File: src/rtl/simple_pkg.sv
// Shared types and the round-robin search used by the load arbiter.
package simple_pkg;

  // Upper bound on requesters the generic search below can handle.
  localparam int MAX_REQ  = 32;
  localparam int MAX_IDXW = 5;

  typedef enum logic [1:0] {
    IDLE = 2'd0,
    LOAD = 2'd1,
    HOLD = 2'd2
  } state_t;

  typedef struct packed {
    logic                found;
    logic [MAX_IDXW-1:0] idx;
  } pick_t;

  // First valid index at or after ptr, wrapping modulo n. Walks offsets from
  // the far end down so the smallest offset from ptr is the last to write p.
  function automatic pick_t rr_pick(input logic [MAX_REQ-1:0]  valid,
                                    input logic [MAX_IDXW-1:0] ptr,
                                    input int                  n);
    pick_t p;
    int    k;
    p = '0;
    for (int i = MAX_REQ - 1; i >= 0; i--) begin
      k = int'(ptr) + i;
      if (k >= n) k = k - n;
      if (i < n && valid[k[MAX_IDXW-1:0]]) begin
        p.found = 1'b1;
        p.idx   = k[MAX_IDXW-1:0];
      end
    end
    return p;
  endfunction

endpackage

File: src/rtl/rr_arbiter.sv
// Combinational round-robin arbiter: one-hot grant plus index of the winner.
module rr_arbiter import simple_pkg::*; #(
  parameter  int N  = 4,
  localparam int IW = (N > 1) ? $clog2(N) : 1
) (
  input  logic [N-1:0]  valid,
  input  logic [IW-1:0] ptr,
  output logic [N-1:0]  grant,
  output logic [IW-1:0] idx,
  output logic          found
);

  logic [MAX_REQ-1:0]  w_valid_ext;
  logic [MAX_IDXW-1:0] w_ptr_ext;
  pick_t               w_pick;
  logic                w_unused;

  // Widen the request vector to the generic search width.
  always_comb begin
    w_valid_ext        = '0;
    w_valid_ext[N-1:0] = valid;
  end

  assign w_ptr_ext = MAX_IDXW'(ptr);
  assign w_pick    = rr_pick(w_valid_ext, w_ptr_ext, N);
  assign found     = w_pick.found;
  assign idx       = w_pick.idx[IW-1:0];
  // Search never returns an index >= N, so the upper bits are always zero.
  assign w_unused  = ^w_pick.idx;

  // Decode the winning index to a one-hot grant.
  always_comb begin
    grant = '0;
    if (found) grant[idx] = 1'b1;
  end

endmodule

File: src/rtl/simple_load_arb.sv
// Shares the load port of one register among N_REQ requesters: round-robin
// accept, one-cycle registered load pulse, then HOLD_CYCLES quiet cycles.
module simple_load_arb import simple_pkg::*; #(
  parameter  int WIDTH       = 32,
  parameter  int N_REQ       = 4,
  parameter  int HOLD_CYCLES = 2,
  localparam int IW          = $clog2(N_REQ),
  localparam int HCW         = (HOLD_CYCLES > 1) ? $clog2(HOLD_CYCLES) : 1
) (
  input  logic                        clk,
  input  logic                        reset_in,
  input  logic [N_REQ-1:0]            req_valid,
  input  logic [N_REQ-1:0][WIDTH-1:0] req_data,
  output logic [N_REQ-1:0]            req_ready,
  output logic                        load_o,
  output logic [WIDTH-1:0]            data_o,
  output logic [IW-1:0]               owner_o,
  output logic                        busy_o
);

  state_t           r_state;
  logic [IW-1:0]    r_rr_ptr;
  logic [HCW-1:0]   r_hold_cnt;
  logic             r_load;
  logic [WIDTH-1:0] r_data;
  logic [IW-1:0]    r_owner;
  logic             r_busy;

  logic [N_REQ-1:0] w_grant;
  logic [IW-1:0]    w_idx;
  logic             w_found;
  logic [IW-1:0]    w_next_ptr;
  logic             w_take;

  rr_arbiter #(.N(N_REQ)) u_rr (
    .valid (req_valid),
    .ptr   (r_rr_ptr),
    .grant (w_grant),
    .idx   (w_idx),
    .found (w_found)
  );

  // Accept only while idle; reset masks the grant so nothing is taken and lost.
  assign req_ready  = (r_state == IDLE && !reset_in) ? w_grant : '0;
  assign w_take     = (r_state == IDLE) && w_found;
  // Pointer moves just past the winner, wrapping at N_REQ (not a power of 2).
  assign w_next_ptr = (w_idx == IW'(N_REQ - 1)) ? '0 : w_idx + 1'b1;

  // Control FSM with registered load pulse, data, owner and busy flag.
  always_ff @(posedge clk) begin
    if (reset_in) begin
      r_state    <= IDLE;
      r_rr_ptr   <= '0;
      r_hold_cnt <= '0;
      r_load     <= 1'b0;
      r_data     <= '0;
      r_owner    <= '0;
      r_busy     <= 1'b0;
    end else begin
      case (r_state)
        IDLE: begin
          if (w_take) begin
            r_data   <= req_data[w_idx];
            r_owner  <= w_idx;
            r_load   <= 1'b1;
            r_busy   <= 1'b1;
            r_rr_ptr <= w_next_ptr;
            r_state  <= LOAD;
          end
        end
        LOAD: begin
          r_load <= 1'b0;
          if (HOLD_CYCLES == 0) begin
            r_busy  <= 1'b0;
            r_state <= IDLE;
          end else begin
            r_hold_cnt <= HCW'(HOLD_CYCLES - 1);
            r_state    <= HOLD;
          end
        end
        HOLD: begin
          if (r_hold_cnt == '0) begin
            r_busy  <= 1'b0;
            r_state <= IDLE;
          end else begin
            r_hold_cnt <= r_hold_cnt - 1'b1;
          end
        end
        default: begin
          r_load  <= 1'b0;
          r_busy  <= 1'b0;
          r_state <= IDLE;
        end
      endcase
    end
  end

  assign load_o  = r_load;
  assign data_o  = r_data;
  assign owner_o = r_owner;
  assign busy_o  = r_busy;

endmodule
File: config.mk
export PLATFORM = sky130hd
export DESIGN_NAME = simple_load_arb
export DESIGN_NICKNAME = d
export VERILOG_FILES = /design/src/rtl/simple_pkg.sv /design/src/rtl/rr_arbiter.sv /design/src/rtl/simple_load_arb.sv
export SDC_FILE = /design/constraint.sdc
export NUM_CORES = 1
export LEC_CHECK = 0
export ABC_AREA = 1
export CAP_MARGIN = 10
export CORE_MARGIN = 3
export CORE_UTILIZATION = 43
export DETAILED_ROUTE_END_ITERATION = 7
export PLACE_DENSITY = 0.83
export SLEW_MARGIN = 0
export SYNTH_ARGS = -nofsm -noshare
export SYNTH_HDL_FRONTEND = slang
export SYNTH_SLANG_ARGS = --single-unit
File: constraint.sdc
create_clock -name clk -period 2.84 [get_ports clk]
set_input_delay 0.568 -clock clk [delete_from_list [all_inputs] [get_ports clk]]
set_output_delay 0.568 -clock clk [all_outputs]
set_load 0.05 [all_outputs]
==> results_dict.tcl <==
set metrics [dict create \
    status "completed" \
    ys_top_cells_by_count "nand3_1 (235), inv_1 (174), nand2_1 (122)" \
    ys_seq_area_frac 0.218 \
    grt_max_degree 65 \
    r2r_slack_ps 380 \
    path_clk_slew_ps 80 \
    cts_tree "built" \
    die_w_um 99.7 \
    synth_area_per_cell_sq_um 5.65 \
    place_congestion 0.922 \
    synth-edff-count 0 \
    period_share 0.971 \
    syn_inst 667 \
    irDropWorstVdd_mv 1.40 \
    cts.sinks 41 \
    max_stage_delay_ps 370 \
    dp.cells 919 \
    drv_slew 0 \
    drt-total-wl_um 13200 \
    powerDensity_nw_per_um2 1160 \
    drc 0 \
    crit_path_cell_trace "inv_6 > ha_4 > inv_2 > nand3_2 > nand3_4 > nand2_1 > nand3_1 > nand2_2 > nand2_4 > inv_2 > ha_1 > inv_1 > nor2_4 > buf_12" \
    worst_slew_pin_slew_ps 703 \
    ys_warn_count 0 \
    post-route-util 0.691 \
    gr-total-overflow 0 \
    via_per_inst 5.09 \
    grt_pass1_wl_um 21300 \
    grt_pass1_vias 4630 \
    fillers 735 \
    yosysMostFrequentCell "nand3_1" \
    ant_nets 0 \
    clock-skew-final_ps 5.19 \
    relSlewSlack 0.532 \
    clockBufferDepth 2 \
    cts_made_buffers 5 \
    synth_area_sq_um 3770 \
    antenna_found_initial 0 \
    final_cell_count_no_fill 929 \
    synthFlopType "dfxtp_1" \
    vias 4731 \
    core_sq_um 8380 \
    yosys.area.top_type "nand3_1" \
    port-buffer-count 173 \
    synthDistinctLibCells 24 \
    dr.pass1.iters 4 \
    diodes 0 \
    path_class "reg2out" \
    ioPinCount 174 \
    die_h_um 99.7 \
    crit_buf_inv 5 \
    cpLargestDelayFamily "simple AND/OR/NAND/NOR gates" \
    rows 33 \
    p_leak_nw 3.22 \
    drive_above_1_share 0.0886 \
    max-cap-violations 0 \
    cp_data_required_time_ps 2270 \
    dieArea_sq_um 9930 \
    worst_slack_ps 83.7 \
    yosys.area.top_type_share 0.312 \
    crit_fanout 8 \
    final-setup-viol-count 0 \
    synth_area_leaders "nand3_1 (31%), dfxtp_1 (22%), inv_1 (17%)" \
    slowest_stage "dfxtp_4" \
    dpl_worst_slack_ps -199 \
    synth.net_count 811 \
    clockRootBuffer "clkbuf_8" \
    fin_setup_tns_ps 0 \
    stdcell_area_sq_um 5790 \
    synth-seq-cells 41 \
    grt_usage 0.259 \
    area_delta_synth_final_pct 53.6 \
    synth-async-reset-ratio 0 \
    hp-class "reg2reg" \
    hold_viol 0 \
    routedWlPerCell_um 14.2 \
    cp-start-kind "flip-flop" \
    fmax_ghz 0.363 \
    dpl_cell_area_sq_um 5590 \
    cp.arrival_ps 2190 \
    initial_core_util 0.450 \
    final_nets 967 \
    cp-end-kind "output port" \
    clk_latency_ps 290 \
    drtIter0Drc 199 \
    hpwl_um 9090 \
    path_common_cell "inv_2" \
    htree_levels 2 \
    min_period_ps 2760 \
]
-- registers in the layout (all words and copies together), names as in the netlist --
signal,flops
r_hold_cnt,1
r_state,2
r_rr_ptr,2
busy_o,1
load_o,1
owner_o,2
data_o,32
-- logic make-up after synthesis --
kind of cell             count (synthesis)  share of synthesized area
AND/OR/NAND/NOR                        378                      0.470
buffers and inverters                  222                      0.255
flip-flops                              41                      0.218
AO/OA/AOI/OAI                           16                     0.0242
adder cells (fa/ha/maj)                 10                     0.0332
-- repair_timing --
action                     CTS  global route
gates resized for setup     15            12
setup endpoints to repair    4             4
hold buffers                 0             0
setup buffers                1             1
pin swaps                    3             4
-- layout make-up --
type                            count  area, sq um  area share
Clock inverter                      1         5.00    0.000864
Clock buffer                        7         96.3      0.0166
Inverter                          178          676       0.117
Multi-Input combinational cell    404         2110       0.364
Tap cell                          105          131      0.0227
Timing Repair Buffer              193         1950       0.337
Sequential cell                    41          825       0.142
-- metrics by stage --
step / power, mW / hold WS (ps)
5_1_grt: 7.32 / 523
4_1_cts: 6.67 / 493
3_3_place_gp: 6.02 / 471
6_report: 6.74 / 499
2_1_floorplan: 4.76 / 479
3_5_place_dp: 6.16 / 475
-- worst paths after layout --
kind | startpoint | to | cells after the start
setup / recovery | r_rr_ptr[0] | req_ready[3] | 14
hold / removal | owner_o[0] | owner_o[0] | 2
setup reg to reg | r_rr_ptr[0] | data_o[7] | 14
hold reg to reg | owner_o[0] | owner_o[0] | 2
-- metal layers --
layer	GRT usage	part of all wire	up-vias	routed length [um]
li1	-	-	2358	-
met1	0.310	0.39	2118	5160
met2	0.450	0.50	217	6560
met3	0.0547	0.084	38	1110
met4	0.104	0.032	0	417
met5	0	0	-	0
-- layout by cell type (no fill, tap or decap), types with 2 or more instances in the layout --
cell	Yosys	final
nor2_1	5	3
o21ai_2	2	3
a21oi_1	4	4
nand3_2	3	5
nor3_4	0	2
buf_4	7	17
dlymetal6s2s_1	0	2
nand3_4	1	2
o21ai_0	8	7
nand2_2	9	16
clkdlybuf4s50_1	0	165
clkbuf_8	0	7
buf_12	0	6
dfxtp_1	41	40
nand3_1	235	232
nand2_1	122	112
inv_1	174	172
inv_2	2	4
nand2_4	0	3
ha_1	10	9
nor2_4	0	2
dlygate4sd2_1	0	2
-- worst register-to-register path, delay by kind of cell (launching register included) --
family                     cells  cell delay [ps]
and+or+nand+nor                9             1010
DFF                            1              380
buffers and inverters          4              690
adders and majority gates      1              290
-- report_power, final --
group / switching (mW) / internal (mW) / leakage [nW] / total (mW)
Combinational: 3.45 / 1.88 / 2.82 / 5.33
Clock: 0.217 / 0.220 / 0.0542 / 0.437
Sequential: 0.128 / 0.845 / 0.342 / 0.973
(Power assumes the default switching activity.)
==> edit 1 (same flow settings) <==
The 3 states of `state_t` get a one-hot encoding in 3 bits.
--- a/src/rtl/simple_pkg.sv
+++ b/src/rtl/simple_pkg.sv
@@ -5,10 +5,10 @@
   localparam int MAX_REQ  = 32;
   localparam int MAX_IDXW = 5;
 
-  typedef enum logic [1:0] {
-    IDLE = 2'd0,
-    LOAD = 2'd1,
-    HOLD = 2'd2
+  typedef enum logic [2:0] {
+    IDLE = 3'b001,
+    LOAD = 3'b010,
+    HOLD = 3'b100
   } state_t;
 
   typedef struct packed {
Function: no difference found for any inputs over 10 cycles, from zero or initial values and one cycle with reset_in high; not proved beyond that.
==> edit 1 against the unedited design <==
- final area is 0.54% higher
- largest cell class unchanged
- synthesized area is 0.30% lower
- cell count is 1.2% higher
- highest routed layer unchanged
- critical endpoint is now req_ready[2]
- count of clock-buffer cells in the layout stayed put
- sequential cell count is 1 higher
- setup slack worse by 0.062 ns
- wire length is 2.7% lower
- synthesized cell count is 0.15% lower
- total power is 6.1% higher
==> edit 1: results (changes against the unedited design) <==
| Metric | Value |
|---|---|
| Buffering overhead | `34.44% (+0.72 points)` |
| Pre-CTS setup slack | `-0.09828 ns (+0.1004 ns)` |
| Skew final | `0.008076 ns (+0.002886 ns)` |
| Status | `finished clean` |
| Clock power share | `5.7% (-0.8 points)` |
| Area taken by multi-input logic gates | `2066 um^2 (-1.9%)` |
| Fin nets | `975 (+0.83%)` |
| Inverter count | `180 (+1.1%)` |
| Min-Delay Endpoint | `r_hold_cnt` |
| Multi-In Gates | `402 (-0.50%)` |
| Number of synthesized flops with an enable pin | `0 (unchanged)` |
| Seq/total area | `14.53% (+0.29 points)` |
| CTS Sinks | `42 (+2.4%)` |
| Post-DR wirelength/cell | `13.69 um (-3.9%)` |
| Clk pwr | `405 uW (-7.3%)` |
| Synth unique cells | `28 (+17%)` |
| FMAX | `354.8 MHz (-2.2%)` |
| ClkCell Share | `1.569% (-0.18 points)` |
| Seq/Total Area, Yosys | `22.36% (+0.60 points)` |
| Layout cells sized above 1 | `10.42% (+1.6 points)` |
| Sw Ratio | `56.12% (-0.20 points)` |
| Worst slew margin | `56.38% (+3.2 points)` |
| Synthesized Nets | `807 (-0.49%)` |
| Vias in the first global route | `4488 (-3.1%)` |
| GPL Wtd Cong | `0.8867 (-3.8%)` |
| Reg-to-reg endpoint | `data_o[26]` |
| Post-synth top cells | `nand3_1 (200), inv_1 (177), nand2_1 (156)` |
| Worst-path maximum fanout | `6 (-2)` |
| Leak | `3.276 nW (+1.8%)` |
| Arrival @ worst endpoint | `2.25 ns (+0.06 ns)` |
| Fillers | `693 (-5.7%)` |
| Comb power | `5.75 mW (+7.9%)` |
| Max rail drop VDD | `0.9476 mV (-32%)` |
| FF-to-FF Start | `r_rr_ptr[1]` |
| Via density | `5.028 (-1.3%)` |
| Worst R2R Setup Slack | `0.31 ns (-0.07 ns)` |
| Post-DP HPWL | `9193 um (+1.1%)` |
| Synth area leaders | `nand3_1 (27%), dfxtp_1 (22%), inv_1 (18%)` |
| Drt pass-1 iters | `5 (+1)` |
| Global-route wire length before repair | `20200 um (-5.2%)` |
| Critical Path End | `req_ready[2]` |
| Bufs w/o clock | `203 (+5.2%)` |
| Hold path startpoint | `r_hold_cnt` |
-- edit 1: cell types whose count changed after synthesis, moves of 2 or more --
cell     delta
nand3_1    -35
a21oi_1     +3
inv_1       +3
buf_2      -11
nand2_2     -3
buf_6       +6
buf_4       +4
nand2_1    +34
ha_1        -3
o21ai_0     -5
nor3_1      +2
-- edit 1: per-layer routing --
| metal | part of all wire (%) | global-route usage, % | routed length [um] |
|---|---|---|---|
| met5 | 0 | 0 | 0 |
| met4 | 3.3 | 8.613 | 425 |
| met3 | 8.4 | 4.418 | 1076 |
| met2 | 50 | 43.80 | 6455 |
| met1 | 38 | 28.36 | 4916 |
-- edit 1: cell families (layout without fill, tap and decap cells) --
logic type | count (synthesis) | after routing | synth area share (%)
and+or+nand+nor | 380 | 380 | 46.26
buffers and inverters | 222 | 391 | 26.66
DFF | 42 | 42 | 22.36
adders and majority gates | 7 | 7 | 2.329
AOI/OAI and AO/OA | 15 | 15 | 2.396
-- edit 1: critical path, cell delays in order (launching register included) --
cell	delay (ns)
dfxtp_2	0.33
buf_6	0.13
ha_1	0.19
nor2_2	0.16
nand3_2	0.15
nand2_4	0.14
nand2_2	0.06
nand2_1	0.07
nand2_2	0.08
nand2_4	0.12
inv_4	0.06
ha_1	0.20
inv_2	0.07
nor2_4	0.04
buf_12	0.14
-- edit 1: through the flow --
stage | instances | hold slack, ns | instance area (um^2)
global placement | 921 | 0.4502 | 5512
finish | 940 | 0.4724 | 5823
global route | 940 | 0.4935 | 5823
floorplan | 666 | 0.4335 | 3785
CTS | 933 | 0.4733 | 5690
detailed placement | 921 | 0.4620 | 5512
-- edit 1: timing repair --
item	in CTS	in global routing
pin swaps	6	15
hold buffers	0	0
setup endpoints to repair	4	4
setup buffers	4	7
gates resized for setup	15	26
hold endpoints to repair	0	0
==> edit 2 (config.mk and constraints unchanged) <==
Without the edit above. The parameter `HOLD_CYCLES` goes from 2 to 4.
--- a/src/rtl/simple_load_arb.sv
+++ b/src/rtl/simple_load_arb.sv
@@ -3,7 +3,7 @@
 module simple_load_arb import simple_pkg::*; #(
   parameter  int WIDTH       = 32,
   parameter  int N_REQ       = 4,
-  parameter  int HOLD_CYCLES = 2,
+  parameter  int HOLD_CYCLES = 4,
   localparam int IW          = $clog2(N_REQ),
   localparam int HCW         = (HOLD_CYCLES > 1) ? $clog2(HOLD_CYCLES) : 1
 ) (
Function: changed (Yosys sat finds a counterexample within 10 cycles, from zero or initial values and one cycle with reset_in high).
==> edit 2 against the unedited design <==
- total power decreased by 1.6%
- utilization increased by 0.95 points
- synthesized area rose by 2.7%
- final area increased by 2.4%
- wire length fell by 6.6%
- sequential cell count up 1
- hold slack lost 0.016 ns
- setup slack got worse by 0.016 ns
- highest routed layer unchanged
==> edit 2: results (changes against the unedited design) <==
| Metric | Value |
|---|---|
| Placed Instances | `920 (+0.11%)` |
| Slew @ Worst Pin | `0.7969 ns (+0.09436 ns)` |
| Seq/Total Area, Yosys | `21.71% (-0.060 points)` |
| Pre-CTS setup slack | `-0.07516 ns (+0.1235 ns)` |
| Yosys warns | `0 (unchanged)` |
| Met2 usage | `39.70% (-5.3 points)` |
| Non-Filler Instances | `932 (+0.32%)` |
| DRT iter0 DRCs | `205 (+3.0%)` |
| Seq group | `964 uW (-0.9%)` |
| Largest net degree at the start of global routing | `66 (+1.5%)` |
| CP Launch Point | `r_rr_ptr[0]` |
| Grt met1 use | `27.17% (-3.8 points)` |
| Drt pass-1 iters | `5 (+1)` |
| Post-Syn Area per Cell | `5.799 um^2 (+2.6%)` |
| Via Count | `4691 (-0.85%)` |
| Comb power | `5.27 mW (-1%)` |
| GRT Total Usage | `22.63% (-3.3 points)` |
| CTS root buf | `clkbuf_8` |
| Max FFs per register | `32 (unchanged)` |
| Cell Int Power | `2.924 mW (-0.63%)` |
| Post-DP HPWL | `8586 um (-5.6%)` |
| Post-synth top cells | `nand3_1 (214), inv_1 (180), nor2_1 (71)` |
| GPL Wtd Cong | `0.8875 (-3.8%)` |
| GRT overflow | `0 (unchanged)` |
| Leak | `3.220 nW (+0.12%)` |
| Skew final | `0.006666 ns (+0.001476 ns)` |
| Global-route wire length before repair | `19320 um (-9.4%)` |
| Fillers | `712 (-3.1%)` |
| Main synth FF type | `dfxtp_1` |
| Fin nets | `968 (+0.10%)` |
| Hold Path Class | `reg -> reg` |
| Max rail drop VDD | `1.781 mV (+27%)` |
| Status | `finished clean` |
| Synth unique cells | `25 (+4.2%)` |
| Synth area leaders | `nand3_1 (28%), dfxtp_1 (22%), inv_1 (17%)` |
| Placed inst area | `5670 um^2 (+1.5%)` |
| Post-DR wirelength/cell | `13.26 um (-6.9%)` |
| N_diodes | `0 (unchanged)` |
| Synthesized Nets | `810 (-0.12%)` |
| Clk pwr | `401 uW (-8.2%)` |
| Met3 Usage GRT | `5.536% (+0.066 points)` |
| Vias in the first global route | `4527 (-2.2%)` |
| Hold path startpoint | `load_o` |
| Clock Tree Buf Depth | `2 (unchanged)` |
| Layout cells sized above 1 | `11.73% (+2.9 points)` |
[edit 2: changes by cell type after synthesis, sizes merged, moves of 2 or more]
cell | unedited run | this run
o21ai | 10 | 7
ha | 10 | 8
nand2 | 131 | 67
inv | 178 | 183
nor2 | 5 | 71
nand3 | 239 | 237
[edit 2: layout make-up]
| type | instances | area [um^2] | share of cell area, % |
|---|---|---|---|
| flip-flops and latches | 42 | 845.8 | 14.26 |
| clock inverters | 1 | 5.005 | 0.08441 |
| clock buffers | 7 | 86.33 | 1.456 |
| inverters | 183 | 696.9 | 11.75 |
| multi-input cells | 399 | 2185 | 36.84 |
| well taps | 105 | 131.4 | 2.216 |
| repair buffers | 195 | 1979 | 33.38 |
[edit 2: path summary, 6_finish.rpt]
| kind | to | slack [ns] | cells after the start |
|---|---|---|---|
| setup / recovery | req_ready[3] | 0.07 | 14 |
| hold reg to reg | load_o | 0.48 | 2 |
| setup reg to reg | data_o[26] | 0.36 | 14 |
| hold / removal | load_o | 0.48 | 2 |
[edit 2: routing by layer]
layer  part of all wire [%]  vias to the layer above
met1                     41                     2094
met3                    9.8                       26
li1                       -                     2361
met2                     47                      210
met5                      0                        -
met4                    2.0                        0
[edit 2: cells by family after synthesis]
logic type,count (synthesis),share of synthesized area (%)
flops,42,21.71
buf+inv,227,25.68
simple gates,379,48.22
compound gates,12,1.809
fa+ha+maj,8,2.584
[edit 2: worst reg2reg max path, delay by kind of cell (launching register included)]
kind / cells / cell delay, ns
buf+inv: 4 / 0.74
simple gates: 9 / 0.97
flops: 1 / 0.38
fa+ha+maj: 1 / 0.30
[edit 2: repair_timing]
item,4_1_cts,5_1_grt
pin swaps,2,13
resized for setup,4,35
endpoints found under the setup margin,4,4
buffers inserted,1,3
